`src/rtl/alu_pkg.sv`:
```
// -----------------------------------------------------------------------------
// alu_pkg
// Shared types and constants for the 8-bit ALU and its writeback stage.
//   alu_op_e     : ALU select codes
//   alu_flags_t  : architectural flag set, packed {c, v, z, n, gt, eq} (c = MSB)
//   occ_e        : occupancy of the 2-entry writeback buffer
//   C_OPS/V_OPS  : one-hot-per-opcode masks of the ops that define C and V
// -----------------------------------------------------------------------------
package alu_pkg;

  typedef enum logic [2:0] {
    ADD    = 3'b000,
    PASS   = 3'b001,
    MAX    = 3'b010,
    SHLADD = 3'b011,
    SHRADD = 3'b100,
    ABS    = 3'b101,
    ADD2B  = 3'b110,
    AND    = 3'b111
  } alu_op_e;

  typedef struct packed {
    logic c;
    logic v;
    logic z;
    logic n;
    logic gt;
    logic eq;
  } alu_flags_t;

  typedef enum logic [1:0] {
    OCC_EMPTY = 2'd0,
    OCC_ONE   = 2'd1,
    OCC_TWO   = 2'd2
  } occ_e;

  // Bit k of a mask is set when opcode k produces a meaningful flag.
  localparam logic [7:0] C_OPS = (8'b1 << ADD) | (8'b1 << PASS) | (8'b1 << ADD2B);
  localparam logic [7:0] V_OPS = (8'b1 << ADD) | (8'b1 << ADD2B);

  function automatic logic op_in_mask(input logic [7:0] mask, input logic [2:0] op);
    return mask[op];
  endfunction

endpackage

```
`src/rtl/alu_skid_buf2.sv`:
```
// -----------------------------------------------------------------------------
// alu_skid_buf2
// Generic 2-entry valid/ready skid buffer. Head register drives the output;
// the skid register absorbs one extra beat so in_ready can be registered and
// never depends combinationally on out_ready.
//   clk, rst_n           : clock, async active-low reset
//   in_valid/in_ready    : upstream handshake (in_ready registered)
//   in_data  [W]         : upstream payload
//   out_valid/out_ready  : downstream handshake (out_valid registered)
//   out_data [W]         : head payload, stable while stalled
// -----------------------------------------------------------------------------
module alu_skid_buf2
  import alu_pkg::*;
#(
  parameter int W = 14
) (
  input  logic         clk,
  input  logic         rst_n,
  input  logic         in_valid,
  output logic         in_ready,
  input  logic [W-1:0] in_data,
  output logic         out_valid,
  input  logic         out_ready,
  output logic [W-1:0] out_data
);

  occ_e         occ_q;
  logic         in_ready_q;
  logic         out_valid_q;
  logic [W-1:0] head_q;
  logic [W-1:0] skid_q;

  logic push;
  logic pop;

  assign push = in_valid & in_ready_q;
  assign pop  = out_valid_q & out_ready;

  // Occupancy FSM with its handshake outputs registered alongside the state,
  // so in_ready/out_valid are always (occ != TWO)/(occ != EMPTY).
  always_ff @(posedge clk or negedge rst_n) begin
    if (!rst_n) begin
      // NOTE: the payload registers are reset too, because out_data must read
      // zero after reset; reset drops any buffered entry outright.
      occ_q       <= OCC_EMPTY;
      in_ready_q  <= 1'b1;
      out_valid_q <= 1'b0;
      head_q      <= '0;
      skid_q      <= '0;
    end else begin
      // NOTE: all state here uses non-blocking assignment so every register
      // samples pre-edge values (head <= skid in TWO relies on this).
      case (occ_q)
        OCC_EMPTY: begin
          if (push) begin
            head_q      <= in_data;
            occ_q       <= OCC_ONE;
            out_valid_q <= 1'b1;
          end
        end
        OCC_ONE: begin
          if (push && pop) begin
            head_q <= in_data;
          end else if (push) begin
            skid_q     <= in_data;
            occ_q      <= OCC_TWO;
            in_ready_q <= 1'b0;
          end else if (pop) begin
            occ_q       <= OCC_EMPTY;
            out_valid_q <= 1'b0;
          end
        end
        OCC_TWO: begin
          // push cannot happen here: in_ready_q is low in TWO.
          if (pop) begin
            head_q     <= skid_q;
            occ_q      <= OCC_ONE;
            in_ready_q <= 1'b1;
          end
        end
        default: begin
          occ_q       <= OCC_EMPTY;
          in_ready_q  <= 1'b1;
          out_valid_q <= 1'b0;
        end
      endcase
    end
  end

  assign in_ready  = in_ready_q;
  assign out_valid = out_valid_q;
  assign out_data  = head_q;

endmodule

```
`src/rtl/alu_wb_stage.sv`:
```
// -----------------------------------------------------------------------------
// alu_wb_stage
// Registered writeback stage behind the 8-bit combinational ALU. Buffers up to
// two {result, opcode, tag} entries in FIFO order and maintains the status
// register {C,V,Z,N,GT,EQ} plus a sticky overflow bit, both updated at accept.
//   clk, rst_n                 : clock, async active-low reset
//   in_valid/in_ready          : ALU-side handshake (in_ready registered)
//   in_w, in_op, in_dst        : result, ALU select code, destination tag
//   in_co..in_eq, in_fwe       : ALU flags and flag write enable
//   out_valid/out_ready        : consumer handshake
//   out_w, out_op, out_dst     : head entry fields
//   status [6]                 : {C,V,Z,N,GT,EQ}, bit 5 = C
//   sov, sov_clr               : sticky overflow and its clear
// -----------------------------------------------------------------------------
module alu_wb_stage
  import alu_pkg::*;
#(
  parameter int DW   = 8,
  parameter int TAGW = 3
) (
  input  logic            clk,
  input  logic            rst_n,
  input  logic            in_valid,
  output logic            in_ready,
  input  logic [DW-1:0]   in_w,
  input  logic            in_co,
  input  logic            in_ov,
  input  logic            in_zero,
  input  logic            in_neg,
  input  logic            in_gt,
  input  logic            in_eq,
  input  logic [2:0]      in_op,
  input  logic [TAGW-1:0] in_dst,
  input  logic            in_fwe,
  output logic            out_valid,
  input  logic            out_ready,
  output logic [DW-1:0]   out_w,
  output logic [2:0]      out_op,
  output logic [TAGW-1:0] out_dst,
  output logic [5:0]      status,
  output logic            sov,
  input  logic            sov_clr
);

  localparam int PW = DW + 3 + TAGW;

  logic [PW-1:0] buf_in;
  logic [PW-1:0] buf_out;

  assign buf_in = {in_w, in_op, in_dst};

  alu_skid_buf2 #(
    .W (PW)
  ) u_buf (
    .clk       (clk),
    .rst_n     (rst_n),
    .in_valid  (in_valid),
    .in_ready  (in_ready),
    .in_data   (buf_in),
    .out_valid (out_valid),
    .out_ready (out_ready),
    .out_data  (buf_out)
  );

  assign {out_w, out_op, out_dst} = buf_out;

  // Flags are architectural state: they follow accept order, not pop order,
  // so a stalled consumer never delays a status update.
  logic       accept;
  logic       flag_wr;
  alu_flags_t status_q, status_d;
  logic       sov_q, sov_d;

  assign accept  = in_valid & in_ready;
  assign flag_wr = accept & in_fwe;

  always_comb begin
    // NOTE: defaults first so every path assigns every output (no latches).
    status_d = status_q;
    sov_d    = sov_q;
    if (flag_wr) begin
      status_d.z  = in_zero;
      status_d.n  = in_neg;
      status_d.gt = in_gt;
      status_d.eq = in_eq;
      if (op_in_mask(C_OPS, in_op)) status_d.c = in_co;
      if (op_in_mask(V_OPS, in_op)) status_d.v = in_ov;
    end
    if (sov_clr) sov_d = 1'b0;
    // A new overflow in the clear cycle must not be lost: set wins.
    if (flag_wr && in_ov && op_in_mask(V_OPS, in_op)) sov_d = 1'b1;
  end

  always_ff @(posedge clk or negedge rst_n) begin
    if (!rst_n) begin
      status_q <= '0;
      sov_q    <= 1'b0;
    end else begin
      status_q <= status_d;
      sov_q    <= sov_d;
    end
  end

  assign status = status_q;
  assign sov    = sov_q;

endmodule

```
`config.mk`:
```
export PLATFORM = sky130hd
export DESIGN_NAME = alu_wb_stage
export DESIGN_NICKNAME = d
export VERILOG_FILES = /design/src/rtl/alu_pkg.sv /design/src/rtl/alu_skid_buf2.sv /design/src/rtl/alu_wb_stage.sv
export SDC_FILE = /design/constraint.sdc
export NUM_CORES = 1
export LEC_CHECK = 0
export BUFFER_PORTS_ARGS = -buffer_cell sky130_fd_sc_hd__buf_2
export CAP_MARGIN = 20
export CORE_ASPECT_RATIO = 0.6
export CORE_MARGIN = 2
export CORE_UTILIZATION = 50
export CTS_CLUSTER_DIAMETER = 40
export CTS_CLUSTER_SIZE = 28
export DETAILED_ROUTE_END_ITERATION = 6
export GPL_TIMING_DRIVEN = 1
export PLACE_DENSITY_LB_ADDON = 0.1
export SLEW_MARGIN = 20
export SYNTH_ARGS = -nofsm -noshare
export SYNTH_HDL_FRONTEND = slang
export SYNTH_SLANG_ARGS = --single-unit
export TNS_END_PERCENT = 50
```
`constraint.sdc`:
```
create_clock -name clk -period 4.9 [get_ports clk]
set_input_delay 0.98 -clock clk [delete_from_list [all_inputs] [get_ports clk]]
set_output_delay 0.98 -clock clk [all_outputs]
set_load 0.1 [all_outputs]
```
==> flow_summary.yaml, run 1 <==
status:
  status: "complete, no violations"
logic_synthesis:
  synth_adder_area_share: 0
  netlist.area_leader.share: 0.513
  syn_area_per_cell_sq_um: 15.2
  yosys.area_share.simple: 0.0634
  synth_xor_area_frac: 0
  synth-compound-area-share: 0.0526
  yosys_warnings: 0
  ys_dominant_reg_cell: "dfrtp_1"
  synth_top_family_by_area: "multiplexers"
  synthTopCellsByArea: "dfrtp_1 51%, mux2_2 17%, mux2_4 15%, dfstp_2 1.4%, buf_6 1.2%"
  synth.distinct_cells: 31
  synth_edf_count: 0
  netlist_area_sq_mm: 0.00185
  synth_top_cell_by_area: "dfrtp_1"
  syn_nets: 148
  ys_seq_area_frac: 0.527
  synth-seq-cells: 39
  synthArstFlopShare: 1.00
  synthMuxAreaShare: 0.324
  netlist_instances: 122
place:
  port-buffer-count: 48
  placed_area_sq_mm: 0.00210
  gp_congestion: 0.837
  dp.final_hpwl_microns: 2490
sta:
  fmax_mhz: 433
  maxSlewHeadroom: 0.348
  worst_pin_slew_ns: 0.975
  setup_tns_ns: 0
  hold_viol: 0
  setup_viol: 0
  skew_ns: 0.0106
  fin_crit_ns: 2.31
  min_period_over_period: 0.471
  drv_slew: 0
  rsz0062_at_grt: "no"
routing:
  drt_pass1_iterations: 3
  wl_per_cell_microns: 16.0
  wl_met3_microns: 233
  routed_via_density: 5.21
  drc: 0
  met2WireLength_microns: 1660
  top_layer: "met4"
  vias: 1152
  wirelength_met1_microns: 1600
  ant_nets: 0
  drt-initial-drc-count: 52
  wirelength_microns: 3540
critical_path:
  crit_path_end_kind: "flip-flop"
  worst-path-max-fanout: 14
  required_ns: 5.07
  cp_data_arrival_time_ns: 2.47
  crit_type: "input port to flip-flop"
  startpoint_type: "input port"
power_and_ir_drop:
  peakVddDrop_mv: 0.178
  power_density_mw_per_mm2: 255
  power_leakage_nw: 1.18
floorplanning:
  die_area_sq_mm: 0.00423
  rows: 17
  ios: 49
  die_h_microns: 51.2
  core_area_sq_mm: 0.00362
  die_w_microns: 82.6
  start_util: 0.513
global_route:
  grt_antenna_before_repair: 0
  grt_usage: 0.192
  grt-ovfl-total: 0
  grt_pass1_wl_microns: 5870
  grt_start_max_net_pins: 40
  grt_pass1_vias: 1219
clock_network:
  cts_tree: "yes"
  clk_path_buf_depth: 2
  cts_max_level: 2
  cts_sinks: 39
  cts_resized: 0
  cts_hold_buffers: 0
  cts_inserted_buffers: 5
  path_clk_slew_ns: 0.07
  clk_latency_ns: 0.29
  post_cts_buffers: 0
  root_buffer: "clkbuf_8"
final_layout:
  final_common_cell: "buf_2"
  drive_gt1_frac: 0.626
  layout_common_cells: "48 x buf_2, 38 x dfrtp_1, 28 x mux2_2"
  fin_area_sq_mm: 0.00218
  fin_nets: 199
  synthToLayoutAreaGrowth_pct: 17.7
  diodes: 0
min_path:
  holdCritPathClass: "flip-flop to flip-flop"
flow_run:
  maxCapViolations: 0
logic make-up after synthesis:
logic type | count (synthesis)
buffers and inverters | 7
AND/OR/NAND/NOR | 18
multiplexers | 47
flip-flops | 39
AO/OA/AOI/OAI | 11
cell type report:
| cell class | instances | area, sq um |
|---|---|---|
| inverter | 3 | 11.3 |
| clock buffer | 8 | 80.1 |
| sequential | 39 | 977 |
| timing repair buffer | 48 | 240 |
| fill | 327 | 1430 |
| tap | 47 | 58.8 |
| multi-input combinational | 76 | 816 |
through the flow:
stage          total power [mW]  utilization  std cells  setup WS, ns  hold WS (ns)
2_1_floorplan             0.338            -        122          2.77         0.474
3_3_place_gp              0.357        0.582        213          2.33         0.482
3_5_place_dp              0.358        0.582        213          2.25         0.492
4_1_cts                   0.565        0.604        221          2.58         0.510
5_1_grt                   0.580        0.604        221          2.48         0.526
6_report                  0.556        0.604        221          2.59         0.505
sequential cells by signal, indices dropped and copies added (netlist names):
name and cells:
u_buf.skid_q 14, u_buf.occ_q 2, u_buf.out_data 14, sov 1
u_buf.out_valid 1, u_buf.in_ready 1, status 6
worst max-delay path: stages:
cell      delay [ns]
buf_2           0.13
nand4_1         0.15
o211ai_2        0.79
mux2_2          0.41
routing by layer:
metal | track usage | vias to the layer above
li1 | - | 543
met1 | 0.249 | 572
met2 | 0.300 | 32
met3 | 0.0671 | 5
met4 | 0.0656 | 0
met5 | 0 | -
synth_stat cells (all sizes together), types with 2 or more instances:
cell	count
buf	4
nand2	5
mux2	47
dfrtp	38
a21boi	3
nand3	3
a211o	2
inv	3
o211ai	2
where the power goes:
group	internal, mW	leakage (nW)	switching [mW]
sequential	0.322	0.536	0.000000000100
clock	0.101	0.0395	0.104
combinational	0.0148	0.604	0.0147
total	0.438	1.18	0.119
worst paths after layout:
path / start / to / slack [ns] / cells past startpoint
setup / recovery: out_ready / u_buf.out_data[13] / 2.59 / 4
hold / removal: u_buf.skid_q[8] / u_buf.skid_q[8] / 0.51 / 1
setup reg to reg: u_buf.in_ready / u_buf.out_data[13] / 2.84 / 3
hold reg to reg: u_buf.skid_q[8] / u_buf.skid_q[8] / 0.51 / 1
max in group asynchronous: rst_n / u_buf.skid_q[13] / 3.56 / 1
min in group asynchronous: rst_n / u_buf.out_data[1] / 0.80 / 1
Power figures use the tool's default switching activity.
==> inputs of run 2 (changes only) <==
- ABC_AREA: unset -> 1
- CORE_UTILIZATION: 50 -> 46
- clock period: 4.9 -> 2.09 ns (I/O delays scaled with it)
==> flow_summary.yaml, run 2 <==
sta:
  rsz0062_at_grt: "no"
  fin_crit_ns: 1.68
  skew_ns: 0.00851
  setup_tns_ns: 0
  maxSlewHeadroom: 0.664
  fmax_mhz: 595
  hold_viol: 0
  worst_pin_slew_ns: 0.505
  setup_viol: 0
  min_period_over_period: 0.804
  drv_slew: 0
global_route:
  grt_antenna_before_repair: 0
  grt_start_max_net_pins: 40
  grt_pass1_wl_microns: 6130
  grt_usage: 0.181
  grt-ovfl-total: 0
  grt_pass1_vias: 1317
routing:
  vias: 1422
  drt-initial-drc-count: 60
  drc: 0
  wl_per_cell_microns: 11.5
  wirelength_microns: 3550
  routed_via_density: 4.60
  ant_nets: 0
  drt_pass1_iterations: 4
status:
  status: "complete, no violations"
critical_path:
  slowest_delay_ns: 0.55
  path_cells: "buf_2"
  cp_data_arrival_time_ns: 1.26
  startpoint_type: "flip-flop"
  crit_type: "flip-flop to output port"
  required_ns: 1.67
  worst-path-max-fanout: 3
  cp_num_buf_inv: 1
  reg2regPathDepth: 8
  critical_path.slowest_cell: "dfstp_2"
  r2r_slack_ns: 0.59
  crit_path_end_kind: "output port"
  crit_cells: 1
  critPathTopFamily: "flip-flops"
floorplanning:
  start_util: 0.485
  die_area_sq_mm: 0.00444
  rows: 17
  die_h_microns: 52.4
  die_w_microns: 84.7
  core_area_sq_mm: 0.00370
  ios: 49
logic_synthesis:
  netlist_area_sq_mm: 0.00180
  ys_seq_area_frac: 0.544
  synth_edf_count: 0
  synth-seq-cells: 39
  synthArstFlopShare: 1.00
  netlist_instances: 210
  syn_nets: 236
  syn_area_per_cell_sq_um: 8.55
  synth.distinct_cells: 23
  ys_dominant_reg_cell: "dfrtp_1"
  synthTopCellsByArea: "dfrtp_1 53%, nand2_1 16%, o21ai_0 5.6%, inv_1 4.4%, buf_6 3.1%"
  yosys_warnings: 0
  netlist.area_leader.share: 0.530
  yosysMostFrequentCell: "nand2_1"
  synth_commonest_cells: "75 x nand2_1, 38 x dfrtp_1, 21 x inv_1"
  synth_top_cell_by_area: "dfrtp_1"
flow_run:
  maxCapViolations: 0
clock_network:
  cts_sinks: 39
  clk_latency_ns: 0.29
  cts_inserted_buffers: 5
  cts_tree: "yes"
  path_clk_slew_ns: 0.08
  cts_max_level: 2
  clk_path_buf_depth: 2
  post_cts_buffers: 0
  cts_resized: 0
  root_buffer: "clkbuf_8"
  cts_hold_buffers: 0
final_layout:
  synthToLayoutAreaGrowth_pct: 21.3
  drive_gt1_frac: 0.294
  fin_area_sq_mm: 0.00218
  utilization: 0.589
  final_common_cell: "nand2_1"
  layout_common_cells: "75 x nand2_1, 48 x buf_2, 38 x dfrtp_1"
  fin_nets: 287
  fill_cells: 338
  diodes: 0
power_and_ir_drop:
  peakVddDrop_mv: 0.364
  power_density_mw_per_mm2: 666
  power_leakage_nw: 1.21
place:
  port-buffer-count: 48
  gp_congestion: 0.803
  placed_area_sq_mm: 0.00207
  dp.final_hpwl_microns: 2520
min_path:
  holdCritPathClass: "input port to async pin"
[run 2: cell count changes after synthesis, sizes merged, moves of 5 or more]
cell | before | now
nand2 | 5 | 78
mux2 | 47 | 0
o21ai | 1 | 33
inv | 3 | 22
nor2 | 1 | 9
a21oi | 0 | 6
nand3 | 3 | 8
[run 2: metrics by stage]
step	cells	power [mW]	hold slack, ns	setup slack (ns)
global placement	301	0.835	0.456	0.522
CTS	309	1.47	0.186	0.396
global route	309	1.51	0.204	0.360
detailed placement	301	0.835	0.455	0.510
floorplan	210	0.789	0.122	0.240
finish	309	1.45	0.174	0.410
[run 2: metal layers]
metal,vias to the layer above,track usage,part of all wire
li1,762,-,-
met1,626,0.256,0.55
met2,27,0.255,0.39
met3,7,0.0598,0.048
met4,0,0.0794,0.015
met5,-,0,0
[run 2: area by class of cell]
class / instances / area, sq um / share of cell area
inverters: 23 / 86.3 / 0.0396
well taps: 47 / 58.8 / 0.0270
repair buffers: 52 / 283 / 0.130
clock buffers: 5 / 68.8 / 0.0316
flip-flops and latches: 39 / 977 / 0.449
multi-input cells: 140 / 661 / 0.303
clock inverters: 3 / 43.8 / 0.0201
[run 2: final timing paths]
check,endpoint,startpoint
worst max-delay path,in_ready,u_buf.in_ready
worst min-delay path,status[0],rst_n
worst max register to register,u_buf.out_data[10],u_buf.in_ready
worst min register to register,status[4],status[4]
max in group asynchronous,u_buf.in_ready,rst_n
min in group clk,sov,sov_clr
[run 2: kinds of logic (layout without fill, tap and decap cells)]
group           count (synthesis)  in the layout  synth area share
compound gates                 41             41             0.136
xor+xnor                        1              1           0.00488
buf+inv                        31             83            0.0878
simple gates                   98             98             0.227
flops                          39             39             0.544
[run 2: power breakdown]
group | internal [mW] | leakage [nW] | switching [mW] | total (mW)
logic | 0.0263 | 0.669 | 0.0386 | 0.0650
registers | 0.754 | 0.479 | 0.0000000000000000227 | 0.754
clock network | 0.355 | 0.0581 | 0.276 | 0.632
total | 1.14 | 1.21 | 0.315 | 1.45
